File: config.mk
export PLATFORM = sky130hd
export DESIGN_NAME = instruction_fetcher_flat
export DESIGN_NICKNAME = d
export VERILOG_FILES = /design/src/rtl/gpu_pkg.sv /design/src/rtl/instruction_fetcher_if.sv /design/src/rtl/fetch_icache.sv /design/src/rtl/instruction_fetcher.sv /design/src/flat_wrapper.sv
export SDC_FILE = /design/constraint.sdc
export NUM_CORES = 1
export LEC_CHECK = 0
export CAP_MARGIN = 10
export CORE_ASPECT_RATIO = 0.5
export CORE_MARGIN = 4
export CORE_UTILIZATION = 55
export DETAILED_ROUTE_END_ITERATION = 10
export GPL_ROUTABILITY_DRIVEN = 0
export GPL_TIMING_DRIVEN = 0
export PLACE_DENSITY = 0.88
export SLEW_MARGIN = 0
export SYNTH_ARGS = -nofsm -noshare
export SYNTH_HDL_FRONTEND = slang
export SYNTH_SLANG_ARGS = --single-unit
File: constraint.sdc
create_clock -name clk -period 3.7 [get_ports clk]
set_input_delay 0.555 -clock clk [delete_from_list [all_inputs] [get_ports clk]]
set_output_delay 0.555 -clock clk [all_outputs]
set_load 0.02 [all_outputs]
File: src/rtl/gpu_pkg.sv
// Shared core definitions: scheduler state codes, fetcher state encoding and
// program-memory width defaults used by the fetch unit and its cache.
package gpu_pkg;

  localparam int PROGRAM_MEM_ADDR_BITS_DEFAULT = 8;
  localparam int PROGRAM_MEM_DATA_BITS_DEFAULT = 16;

  localparam logic [2:0] CORE_IDLE = 3'b000;
  localparam logic [2:0] FETCH     = 3'b001;
  localparam logic [2:0] DECODE    = 3'b010;
  localparam logic [2:0] REQUEST   = 3'b011;
  localparam logic [2:0] WAIT      = 3'b100;
  localparam logic [2:0] EXECUTE   = 3'b101;
  localparam logic [2:0] UPDATE    = 3'b110;
  localparam logic [2:0] DONE      = 3'b111;

  typedef enum logic [2:0] {
    FETCHER_IDLE     = 3'b000,
    FETCHER_FETCHING = 3'b001,
    FETCHER_FETCHED  = 3'b010
  } fetcher_state_e;

  function automatic logic [15:0] sat_inc16(input logic [15:0] value);
    return (value == 16'hFFFF) ? value : value + 16'd1;
  endfunction

endpackage

File: src/rtl/instruction_fetcher_if.sv
// Program-memory read channel: fetcher is the master, memory the slave.
interface instruction_fetcher_if #(
  parameter int ADDR_BITS = gpu_pkg::PROGRAM_MEM_ADDR_BITS_DEFAULT,
  parameter int DATA_BITS = gpu_pkg::PROGRAM_MEM_DATA_BITS_DEFAULT
);
  logic                 mem_read_valid;
  logic [ADDR_BITS-1:0] mem_read_address;
  logic                 mem_read_ready;
  logic [DATA_BITS-1:0] mem_read_data;

  modport master (output mem_read_valid, output mem_read_address,
                  input  mem_read_ready, input  mem_read_data);
  modport slave  (input  mem_read_valid, input  mem_read_address,
                  output mem_read_ready, output mem_read_data);
endinterface

File: src/rtl/fetch_icache.sv
// Direct-mapped, one-instruction-per-line cache with combinational lookup and
// a synchronous fill port; reset clears every valid bit.
module fetch_icache #(
  parameter int ADDR_BITS = 8,
  parameter int DATA_BITS = 16,
  parameter int LINES     = 8
) (
  input  logic                 clk,
  input  logic                 reset,
  input  logic [ADDR_BITS-1:0] lookup_addr,
  output logic                 hit,
  output logic [DATA_BITS-1:0] hit_data,
  input  logic                 fill_en,
  input  logic [ADDR_BITS-1:0] fill_addr,
  input  logic [DATA_BITS-1:0] fill_data
);
  localparam int INDEX_BITS = $clog2(LINES);
  localparam int TAG_BITS   = ADDR_BITS - INDEX_BITS;

  logic [LINES-1:0]     valid_r;
  logic [TAG_BITS-1:0]  tag_r  [LINES];
  logic [DATA_BITS-1:0] data_r [LINES];

  logic [INDEX_BITS-1:0] lookup_idx_s;
  logic [TAG_BITS-1:0]   lookup_tag_s;
  logic [INDEX_BITS-1:0] fill_idx_s;
  logic [TAG_BITS-1:0]   fill_tag_s;

  assign lookup_idx_s = lookup_addr[INDEX_BITS-1:0];
  assign lookup_tag_s = lookup_addr[ADDR_BITS-1:INDEX_BITS];
  assign fill_idx_s   = fill_addr[INDEX_BITS-1:0];
  assign fill_tag_s   = fill_addr[ADDR_BITS-1:INDEX_BITS];

  assign hit      = valid_r[lookup_idx_s] && (tag_r[lookup_idx_s] == lookup_tag_s);
  assign hit_data = data_r[lookup_idx_s];

  // Valid bits: flushed by reset, set by a fill (aliases overwrite).
  always_ff @(posedge clk) begin
    if (reset) begin
      valid_r <= '0;
    end else if (fill_en) begin
      valid_r[fill_idx_s] <= 1'b1;
    end
  end

  // Tag and data storage needs no reset; valid guards it.
  always_ff @(posedge clk) begin
    if (fill_en && !reset) begin
      tag_r[fill_idx_s]  <= fill_tag_s;
      data_r[fill_idx_s] <= fill_data;
    end
  end

endmodule

File: src/rtl/instruction_fetcher.sv
// Per-core instruction fetch unit: serves FETCH from the cache when possible,
// otherwise reads program memory, and reports IDLE/FETCHING/FETCHED.
module instruction_fetcher
  import gpu_pkg::*;
#(
  parameter int PROGRAM_MEM_ADDR_BITS = PROGRAM_MEM_ADDR_BITS_DEFAULT,
  parameter int PROGRAM_MEM_DATA_BITS = PROGRAM_MEM_DATA_BITS_DEFAULT,
  parameter int CACHE_ENABLE          = 1,
  parameter int CACHE_LINES           = 8
) (
  input  logic                             clk,
  input  logic                             reset,
  input  logic [2:0]                       core_state,
  input  logic [PROGRAM_MEM_ADDR_BITS-1:0] current_pc,
  instruction_fetcher_if.master            mem,
  output logic [2:0]                       fetcher_state,
  output logic [PROGRAM_MEM_DATA_BITS-1:0] instruction,
  output logic [15:0]                      hit_count,
  output logic [15:0]                      miss_count
);
  fetcher_state_e state_r, state_n;
  logic                             valid_r, valid_n;
  logic [PROGRAM_MEM_ADDR_BITS-1:0] addr_r, addr_n;
  logic [PROGRAM_MEM_DATA_BITS-1:0] instr_r, instr_n;
  logic [15:0]                      hit_r, hit_n, miss_r, miss_n;
  logic                             cache_hit_s, lookup_hit_s, fill_en_s;
  logic [PROGRAM_MEM_DATA_BITS-1:0] cache_data_s;

  fetch_icache #(
    .ADDR_BITS(PROGRAM_MEM_ADDR_BITS),
    .DATA_BITS(PROGRAM_MEM_DATA_BITS),
    .LINES    (CACHE_LINES)
  ) u_icache (
    .clk        (clk),
    .reset      (reset),
    .lookup_addr(current_pc),
    .hit        (cache_hit_s),
    .hit_data   (cache_data_s),
    .fill_en    (fill_en_s),
    .fill_addr  (addr_r),
    .fill_data  (mem.mem_read_data)
  );

  assign lookup_hit_s = (CACHE_ENABLE != 0) && cache_hit_s;

  // Next-state and next-output logic for the fetch FSM and counters.
  always_comb begin
    state_n   = state_r;
    valid_n   = valid_r;
    addr_n    = addr_r;
    instr_n   = instr_r;
    hit_n     = hit_r;
    miss_n    = miss_r;
    fill_en_s = 1'b0;
    case (state_r)
      FETCHER_IDLE: begin
        if (core_state == FETCH) begin
          if (lookup_hit_s) begin
            instr_n = cache_data_s;
            hit_n   = sat_inc16(hit_r);
            state_n = FETCHER_FETCHED;
          end else begin
            valid_n = 1'b1;
            addr_n  = current_pc;
            miss_n  = sat_inc16(miss_r);
            state_n = FETCHER_FETCHING;
          end
        end else begin
          state_n = FETCHER_IDLE;
        end
      end
      FETCHER_FETCHING: begin
        if (mem.mem_read_ready) begin
          valid_n   = 1'b0;
          instr_n   = mem.mem_read_data;
          fill_en_s = (CACHE_ENABLE != 0);
          state_n   = FETCHER_FETCHED;
        end else begin
          state_n = FETCHER_FETCHING;
        end
      end
      FETCHER_FETCHED: begin
        if (core_state == DECODE) begin
          state_n = FETCHER_IDLE;
        end else begin
          state_n = FETCHER_FETCHED;
        end
      end
      default: begin
        state_n = FETCHER_IDLE;
        valid_n = 1'b0;
      end
    endcase
  end

  // State and registered outputs; reset drops any in-flight request.
  always_ff @(posedge clk) begin
    if (reset) begin
      state_r <= FETCHER_IDLE;
      valid_r <= 1'b0;
      addr_r  <= '0;
      instr_r <= '0;
      hit_r   <= 16'd0;
      miss_r  <= 16'd0;
    end else begin
      state_r <= state_n;
      valid_r <= valid_n;
      addr_r  <= addr_n;
      instr_r <= instr_n;
      hit_r   <= hit_n;
      miss_r  <= miss_n;
    end
  end

  assign mem.mem_read_valid   = valid_r;
  assign mem.mem_read_address = addr_r;
  assign fetcher_state        = state_r;
  assign instruction          = instr_r;
  assign hit_count            = hit_r;
  assign miss_count           = miss_r;

endmodule

File: src/flat_wrapper.sv
// flat-port wrapper written by rule: the top's interface ports become plain ports
module instruction_fetcher_flat import gpu_pkg::*;
#(
  parameter int PROGRAM_MEM_ADDR_BITS = PROGRAM_MEM_ADDR_BITS_DEFAULT,
  parameter int PROGRAM_MEM_DATA_BITS = PROGRAM_MEM_DATA_BITS_DEFAULT,
  parameter int CACHE_ENABLE          = 1,
  parameter int CACHE_LINES           = 8
)
  (clk, reset, core_state, current_pc, fetcher_state, instruction, hit_count, miss_count, mem_mem_read_valid, mem_mem_read_address, mem_mem_read_ready, mem_mem_read_data);
  instruction_fetcher_if mem_i ();
  input  logic clk;
  input  logic reset;
  input  logic [2:0] core_state;
  input  logic [PROGRAM_MEM_ADDR_BITS-1:0] current_pc;
  output logic [2:0] fetcher_state;
  output logic [PROGRAM_MEM_DATA_BITS-1:0] instruction;
  output logic [15:0] hit_count;
  output logic [15:0] miss_count;
  output wire logic [$bits(mem_i.mem_read_valid)-1:0] mem_mem_read_valid;
  output wire logic [$bits(mem_i.mem_read_address)-1:0] mem_mem_read_address;
  input wire logic [$bits(mem_i.mem_read_ready)-1:0] mem_mem_read_ready;
  input wire logic [$bits(mem_i.mem_read_data)-1:0] mem_mem_read_data;
  assign mem_mem_read_valid = mem_i.mem_read_valid;
  assign mem_mem_read_address = mem_i.mem_read_address;
  assign mem_i.mem_read_ready = mem_mem_read_ready;
  assign mem_i.mem_read_data = mem_mem_read_data;
  instruction_fetcher #(.PROGRAM_MEM_ADDR_BITS(PROGRAM_MEM_ADDR_BITS), .PROGRAM_MEM_DATA_BITS(PROGRAM_MEM_DATA_BITS), .CACHE_ENABLE(CACHE_ENABLE), .CACHE_LINES(CACHE_LINES)) u_core (.clk(clk), .reset(reset), .core_state(core_state), .current_pc(current_pc), .mem(mem_i), .fetcher_state(fetcher_state), .instruction(instruction), .hit_count(hit_count), .miss_count(miss_count));
endmodule
==> impl_metrics.py <==
metrics = {
    "sta": {
        "tightest_slew_ns": 1.18,
        "hold_viol": 0,
        "fin_crit_ns": 3.15,
        "fin_crit_sh": 0.852,
        "rsz0062_at_grt": "no",
        "tns_ns": 0,
        "setup-violations-final": 0,
        "finClkSkew_ns": 0.0125,
        "fmax_mhz": 317,
        "drv_slew": 0,
        "slew_headroom": 0.208,
    },
    "die": {
        "core_area_um2": 17400,
        "dieArea_um2": 20000,
        "die_height_um": 102,
        "start_util": 0.561,
        "std_cell_rows": 34,
        "dieWidth_um": 196,
        "io_pins": 90,
    },
    "worst_setup_path": {
        "critical_path.slowest_cell": "dfxtp_1",
        "critPathLaunchType": "flop",
        "path_buf_inv": 3,
        "crit_fanout": 10,
        "crit_family": "buffers and inverters",
        "worst_r2r_path_depth": 9,
        "critical-path-max-stage-delay_ns": 0.47,
        "path_cells": "and3_1, and3_1, clkbuf_1, and3_1, and2_0, clkbuf_1, clkbuf_1, o21ai_0, a21oi_1",
        "arrival_ns": 3.59,
        "crit_cells": 9,
        "endpoint_kind": "flop",
        "required_ns": 4.14,
        "crit_type": "flop to flop",
    },
    "logic_synthesis": {
        "synth_top_area_cell": "edfxtp_1",
        "yosys_most_used_dff": "edfxtp_1",
        "yosysWarnings": 0,
        "synthesis.instances": 669,
        "synth_edf_count": 168,
        "avgSynthCellArea_um2": 14.6,
        "yosysUniqueCellTypes": 49,
        "yosysSeqAreaShare": 0.656,
        "synthTopCellsByCount": "168 x edfxtp_1, 67 x dfxtp_1, 55 x a21oi_1, 37 x mux2i_1, 34 x mux4_2",
        "synth_area_leaders": "edfxtp_1 52%, dfxtp_1 14%, mux4_2 7.9%",
        "yosysTopAreaCellShare": 0.518,
        "synth-seq-cells": 235,
        "synth_area_um2": 9740,
        "synth_nets": 701,
        "synth.most_common_cell": "edfxtp_1",
        "ys_async_sr_fraction": 0,
    },
    "cts": {
        "clk_pin_slew_ns": 0.07,
        "hold_buffers": 0,
        "cts_sinks": 235,
        "numCtsBuffers": 21,
        "tritoncts": "built",
        "post_cts_buffers": 0,
        "htree_levels": 1,
        "clk_path_buf_depth": 3,
        "clock-root-buffer": "clkbuf_16",
        "clock_latency_ns": 0.51,
        "cts_resized": 0,
    },
    "routing": {
        "drcViolationCount": 0,
        "via_per_inst": 6.74,
        "drt_first_pass_iters": 5,
        "avgRoutedWirePerCell_um": 25.2,
        "antenna_left": 0,
        "via_count": 6991,
        "wl_um": 26100,
        "drtIter0Drc": 902,
    },
    "power_and_ir_drop": {
        "netSwitchingFraction": 0.214,
        "finalPower_uw": 5410,
        "pwr-share-seq": 0.524,
        "combPwrFrac": 0.055,
        "net-switching-power_uw": 1160,
        "irDropWorstVdd_uv": 330,
        "power_density_nw_per_um2": 457,
        "p_leak_uw": 0.00400,
        "p_clk_frac": 0.421,
        "internal_power_uw": 4250,
    },
    "cells_and_area": {
        "syn_to_final_growth_pct": 21.5,
        "final_nets": 820,
        "drive_gt1_frac": 0.134,
        "final_area_um2": 11800,
        "diodes": 0,
    },
    "grt": {
        "grt_pass1_vias": 7008,
        "grt_max_degree": 23,
        "grt-ovfl-total": 0,
        "grt.total_usage": 0.258,
        "antenna_found_initial": 0,
        "grt_pass1_wl_um": 39800,
    },
    "placed_design": {
        "io_buffers": 87,
        "dpl_cell_area_um2": 11100,
        "hpwl_um": 16100,
    },
    "run_status": {
        "status": "completed",
    },
    "flow_run": {
        "maxCapViolations": 0,
    },
    "hold_path": {
        "hp-class": "flop to flop",
        "whs_path_depth": 1,
    },
}
-- layout make-up --
cell class | count | area, um^2
Sequential cell | 235 | 6390
Fill cell | 1084 | 5530
Multi-Input combinational cell | 379 | 3100
Timing Repair Buffer | 96 | 1060
Clock buffer | 28 | 572
Tap cell | 234 | 293
Buffer | 49 | 256
Clock inverter | 10 | 135
Inverter | 6 | 22.5
-- stage by stage --
step                hold slack [ns]   util  cells  worst slack (ns)
finish                        0.467  0.681   1037             0.547
detailed placement            0.436  0.641    999             0.268
CTS                           0.465  0.681   1037             0.622
global route                  0.488  0.681   1037             0.406
global placement              0.428  0.628    990             -1.29
floorplan                     0.421      -    669             0.357
-- final timing paths --
path	from	end	slack (ns)
setup / recovery	u_core.hit_count[3]	u_core.hit_count[1]	0.55
hold / removal	u_core.u_icache.valid_r[6]	u_core.u_icache.valid_r[6]	0.47
setup reg to reg	u_core.hit_count[3]	u_core.hit_count[1]	0.55
hold reg to reg	u_core.u_icache.valid_r[6]	u_core.u_icache.valid_r[6]	0.47
-- routing by layer --
layer  vias up  global-route usage  part of all wire
li1       2935                   -                 -
met1      3411               0.351              0.38
met2       544               0.406              0.46
met3       101              0.0649              0.12
met4         0               0.108             0.040
met5         -                   0                 0
-- flip-flops by register name, indices dropped and copies added, names as in the netlist --
name and cells:
u_core.fetcher_state 2, u_core.u_icache.tag_r 40, u_core.u_icache.data_r 128, u_core.hit_count 16, u_core.u_icache.valid_r 8, u_core.mem.mem_read_address 8, u_core.mem.mem_read_valid 1, u_core.instruction 16
u_core.miss_count 16
-- cell usage in the layout (no fill, tap or decap), types with 10 or more instances in the layout --
cell type / Yosys / routed
or4_1: 24 / 24
nor2_1: 26 / 20
edfxtp_1: 168 / 168
o31ai_1: 25 / 25
a211oi_1: 16 / 16
a22o_1: 10 / 10
a41o_1: 16 / 16
nand2_1: 13 / 13
mux4_2: 34 / 34
o21ai_0: 13 / 13
a21oi_1: 55 / 55
clkbuf_1: 30 / 35
dfxtp_1: 67 / 67
nand3_1: 32 / 32
mux2i_1: 37 / 37
clkbuf_16: 0 / 21
clkdlybuf4s50_1: 0 / 87
and3_1: 10 / 10
-- kinds of logic after synthesis --
group,share of synthesized area
AOI/OAI and AO/OA,0.106
muxes,0.117
other,0.000385
and+or+nand+nor,0.0897
DFF,0.656
adders and majority gates,0.00257
buffers and inverters,0.0287
-- worst reg2reg max path, delay by kind of cell (launching register included) --
family	cells	cell delay (ns)
buffers and inverters	3	1.11
and+or+nand+nor	4	1.10
DFF	1	0.47
AOI/OAI and AO/OA	2	0.40
-- power groups by stage --
stage	sequential, uW	combinational, uW	clock (uW)
final	2830	298	2280
after detailed placement	2890	284	0
after global placement	2890	272	0
after CTS	2830	292	2280
after global routing	2830	315	2410
after floorplan	2900	154	0
(Power assumes the default switching activity.)
==> edit: new RTL, config.mk and constraints unchanged <==
Reset style: asynchronous (`reset`), changed in 2 clocked blocks. Comments in the files are not updated.
--- a/src/rtl/fetch_icache.sv
+++ b/src/rtl/fetch_icache.sv
@@ -35,7 +35,7 @@
   assign hit_data = data_r[lookup_idx_s];
 
   // Valid bits: flushed by reset, set by a fill (aliases overwrite).
-  always_ff @(posedge clk) begin
+  always_ff @(posedge clk or posedge reset) begin
     if (reset) begin
       valid_r <= '0;
     end else if (fill_en) begin
--- a/src/rtl/instruction_fetcher.sv
+++ b/src/rtl/instruction_fetcher.sv
@@ -94,7 +94,7 @@
   end
 
   // State and registered outputs; reset drops any in-flight request.
-  always_ff @(posedge clk) begin
+  always_ff @(posedge clk or posedge reset) begin
     if (reset) begin
       state_r <= FETCHER_IDLE;
       valid_r <= 1'b0;
Formal check against the unedited RTL: differs if reset is asserted again (counterexample within 4 cycles, from zero or initial values and one cycle with reset high); with reset held inactive, the same outputs for 4 cycles.
==> edit against the original RTL <==
Synthesized area fell by 1.2%. Sequential share of layout area rose by 3.7 points. Global-route usage fell by 3.4 points. Design area fell by 1.5%. Routed wire length fell by 15%. Sequential cell count did not move. Cell count fell by 12%. Hold slack improved by 23 ps. Worst setup slack got worse by 140 ps. First-iteration DRC count fell by 43%. Highest routed layer unchanged.
Power is not compared: it rests on default switching activity, and its combinational part moved more than twofold at a synthesized area within 25%.
==> edit: results (changes against the original RTL) <==
{
  "worst_setup_path": {
    "cp_delay_by_family_top": {"value": "simple AND/OR/NAND/NOR gates", "change": "was buffers and inverters"},
    "cp_data_arrival_time": {"value": 3500, "unit": "ps", "change": "was 3590 ps"},
    "critical_path_peak_fanout": {"value": 12, "change": "was 10"},
    "timing.critical_path.slowest_stage_cell": {"value": "nor2_2", "change": "was dfxtp_1"}
  },
  "placement": {
    "post-place-cells": {"value": 872, "change": "was 999"},
    "post-place-ws": {"value": 252, "unit": "ps", "change": "was 268 ps"},
    "port-buffer-count": {"value": 85, "change": "was 87"}
  },
  "synthesis": {
    "mappedNetlistNets": {"value": 582, "change": "was 701"},
    "synth-seq-area-share": {"value": 0.699, "change": "was 0.656"},
    "synth.area.mux_share": {"value": 0.159, "change": "was 0.117"},
    "synth_common_cells": {"value": "168 x edfxtp_1, 67 x dfrtp_1, 39 x mux4_2, 36 x mux2i_1, 33 x xor2_1", "change": "was 168 x edfxtp_1, 67 x dfxtp_1, 55 x a21oi_1, 37 x mux2i_1, 34 x mux4_2"},
    "async_reset_ff_frac": {"value": 0.285, "change": "was 0"},
    "synth.top_cells.by_area": {"value": "edfxtp_1 52%, dfrtp_1 17%, mux4_2 9.1%", "change": "was edfxtp_1 52%, dfxtp_1 14%, mux4_2 7.9%"},
    "post_synthesis_adder_cell_area_fraction": {"value": 0.00260, "change": "was 0.00257"},
    "post_synth_num_cell_types": {"value": 47, "change": "was 49"},
    "synth-compound-area-share": {"value": 0.0199, "change": "was 0.106"}
  },
  "finish": {
    "multi_input_area": {"value": 0.00272, "unit": "mm^2", "change": "was 0.00310 mm^2"},
    "layout-drive-gt1-share": {"value": 0.209, "change": "was 0.134"},
    "syn2layout_area_growth": {"value": 21.1, "unit": "%", "change": "was 21.5%"},
    "count_of_fill_cells_added_during_filler_insertion": {"value": 1009, "change": "was 1,084"},
    "seq_share": {"value": 0.577, "change": "was 0.540"},
    "layout.non_clock_buffers": {"value": 121, "change": "was 145"},
    "layout_buffering_overhead_excluding_clock_cells": {"value": 0.105, "change": "was 0.111"},
    "num-clock-buffers": {"value": 30, "change": "was 28"},
    "clockNetworkAreaShare": {"value": 0.0567, "change": "was 0.0598"}
  },
  "routing": {
    "dr.first_iter.drc_count": {"value": 510, "change": "was 902"},
    "detail_route.wl_per_cell": {"value": 24.3, "unit": "um", "change": "was 25.2 um"},
    "vias": {"value": 5607, "change": "was 6,991"}
  },
  "grt": {
    "grt_first_pass_wirelength": {"value": 33700, "unit": "um", "change": "was 39,800 um"},
    "via_count_of_the_first_global_routing_pass": {"value": 5697, "change": "was 7,008"},
    "grt_usage": {"value": 0.224, "change": "was 0.258"},
    "antenna_found_initial": {"value": 1, "change": "was 0"}
  },
  "run_status": {
    "run_status": {"value": "finished clean", "change": "unchanged"}
  },
  "timing": {
    "fin_skew": {"value": 18.3, "unit": "ps", "change": "was 12.5 ps"},
    "worst_slew_margin_rel": {"value": 0.381, "change": "was 0.208"}
  },
  "pwr": {
    "report.power.total_mw": 6.77
  }
}
## edit: changes by cell type in the layout (fill, tap and decap cells not counted), sizes merged, moves of 24 or more
| cell | change |
|---|---|
| or4 | -24 |
| dfrtp | +67 |
| xor2 | +33 |
| dfxtp | -67 |
| mux2 | +26 |
| a21oi | -54 |
## edit: worst paths after layout
check	from	endpoint	slack, ps	depth (start not counted)
min in group asynchronous	reset	u_core.instruction[7]	650	2
min reg2reg	u_core.hit_count[10]	u_core.hit_count[10]	490	1
max in group asynchronous	reset	u_core.hit_count[4]	2380	3
min	u_core.hit_count[10]	u_core.hit_count[10]	490	1
max reg2reg	u_core.fetcher_state[0]	u_core.u_icache.data_r[7][1]	410	6
max	u_core.fetcher_state[0]	u_core.u_icache.data_r[7][1]	410	6
## edit: routing by layer
layer	track usage	routed length, um
met5	0	0
met4	0.0756	796
met3	0.0366	1790
met2	0.385	10800
met1	0.301	8680
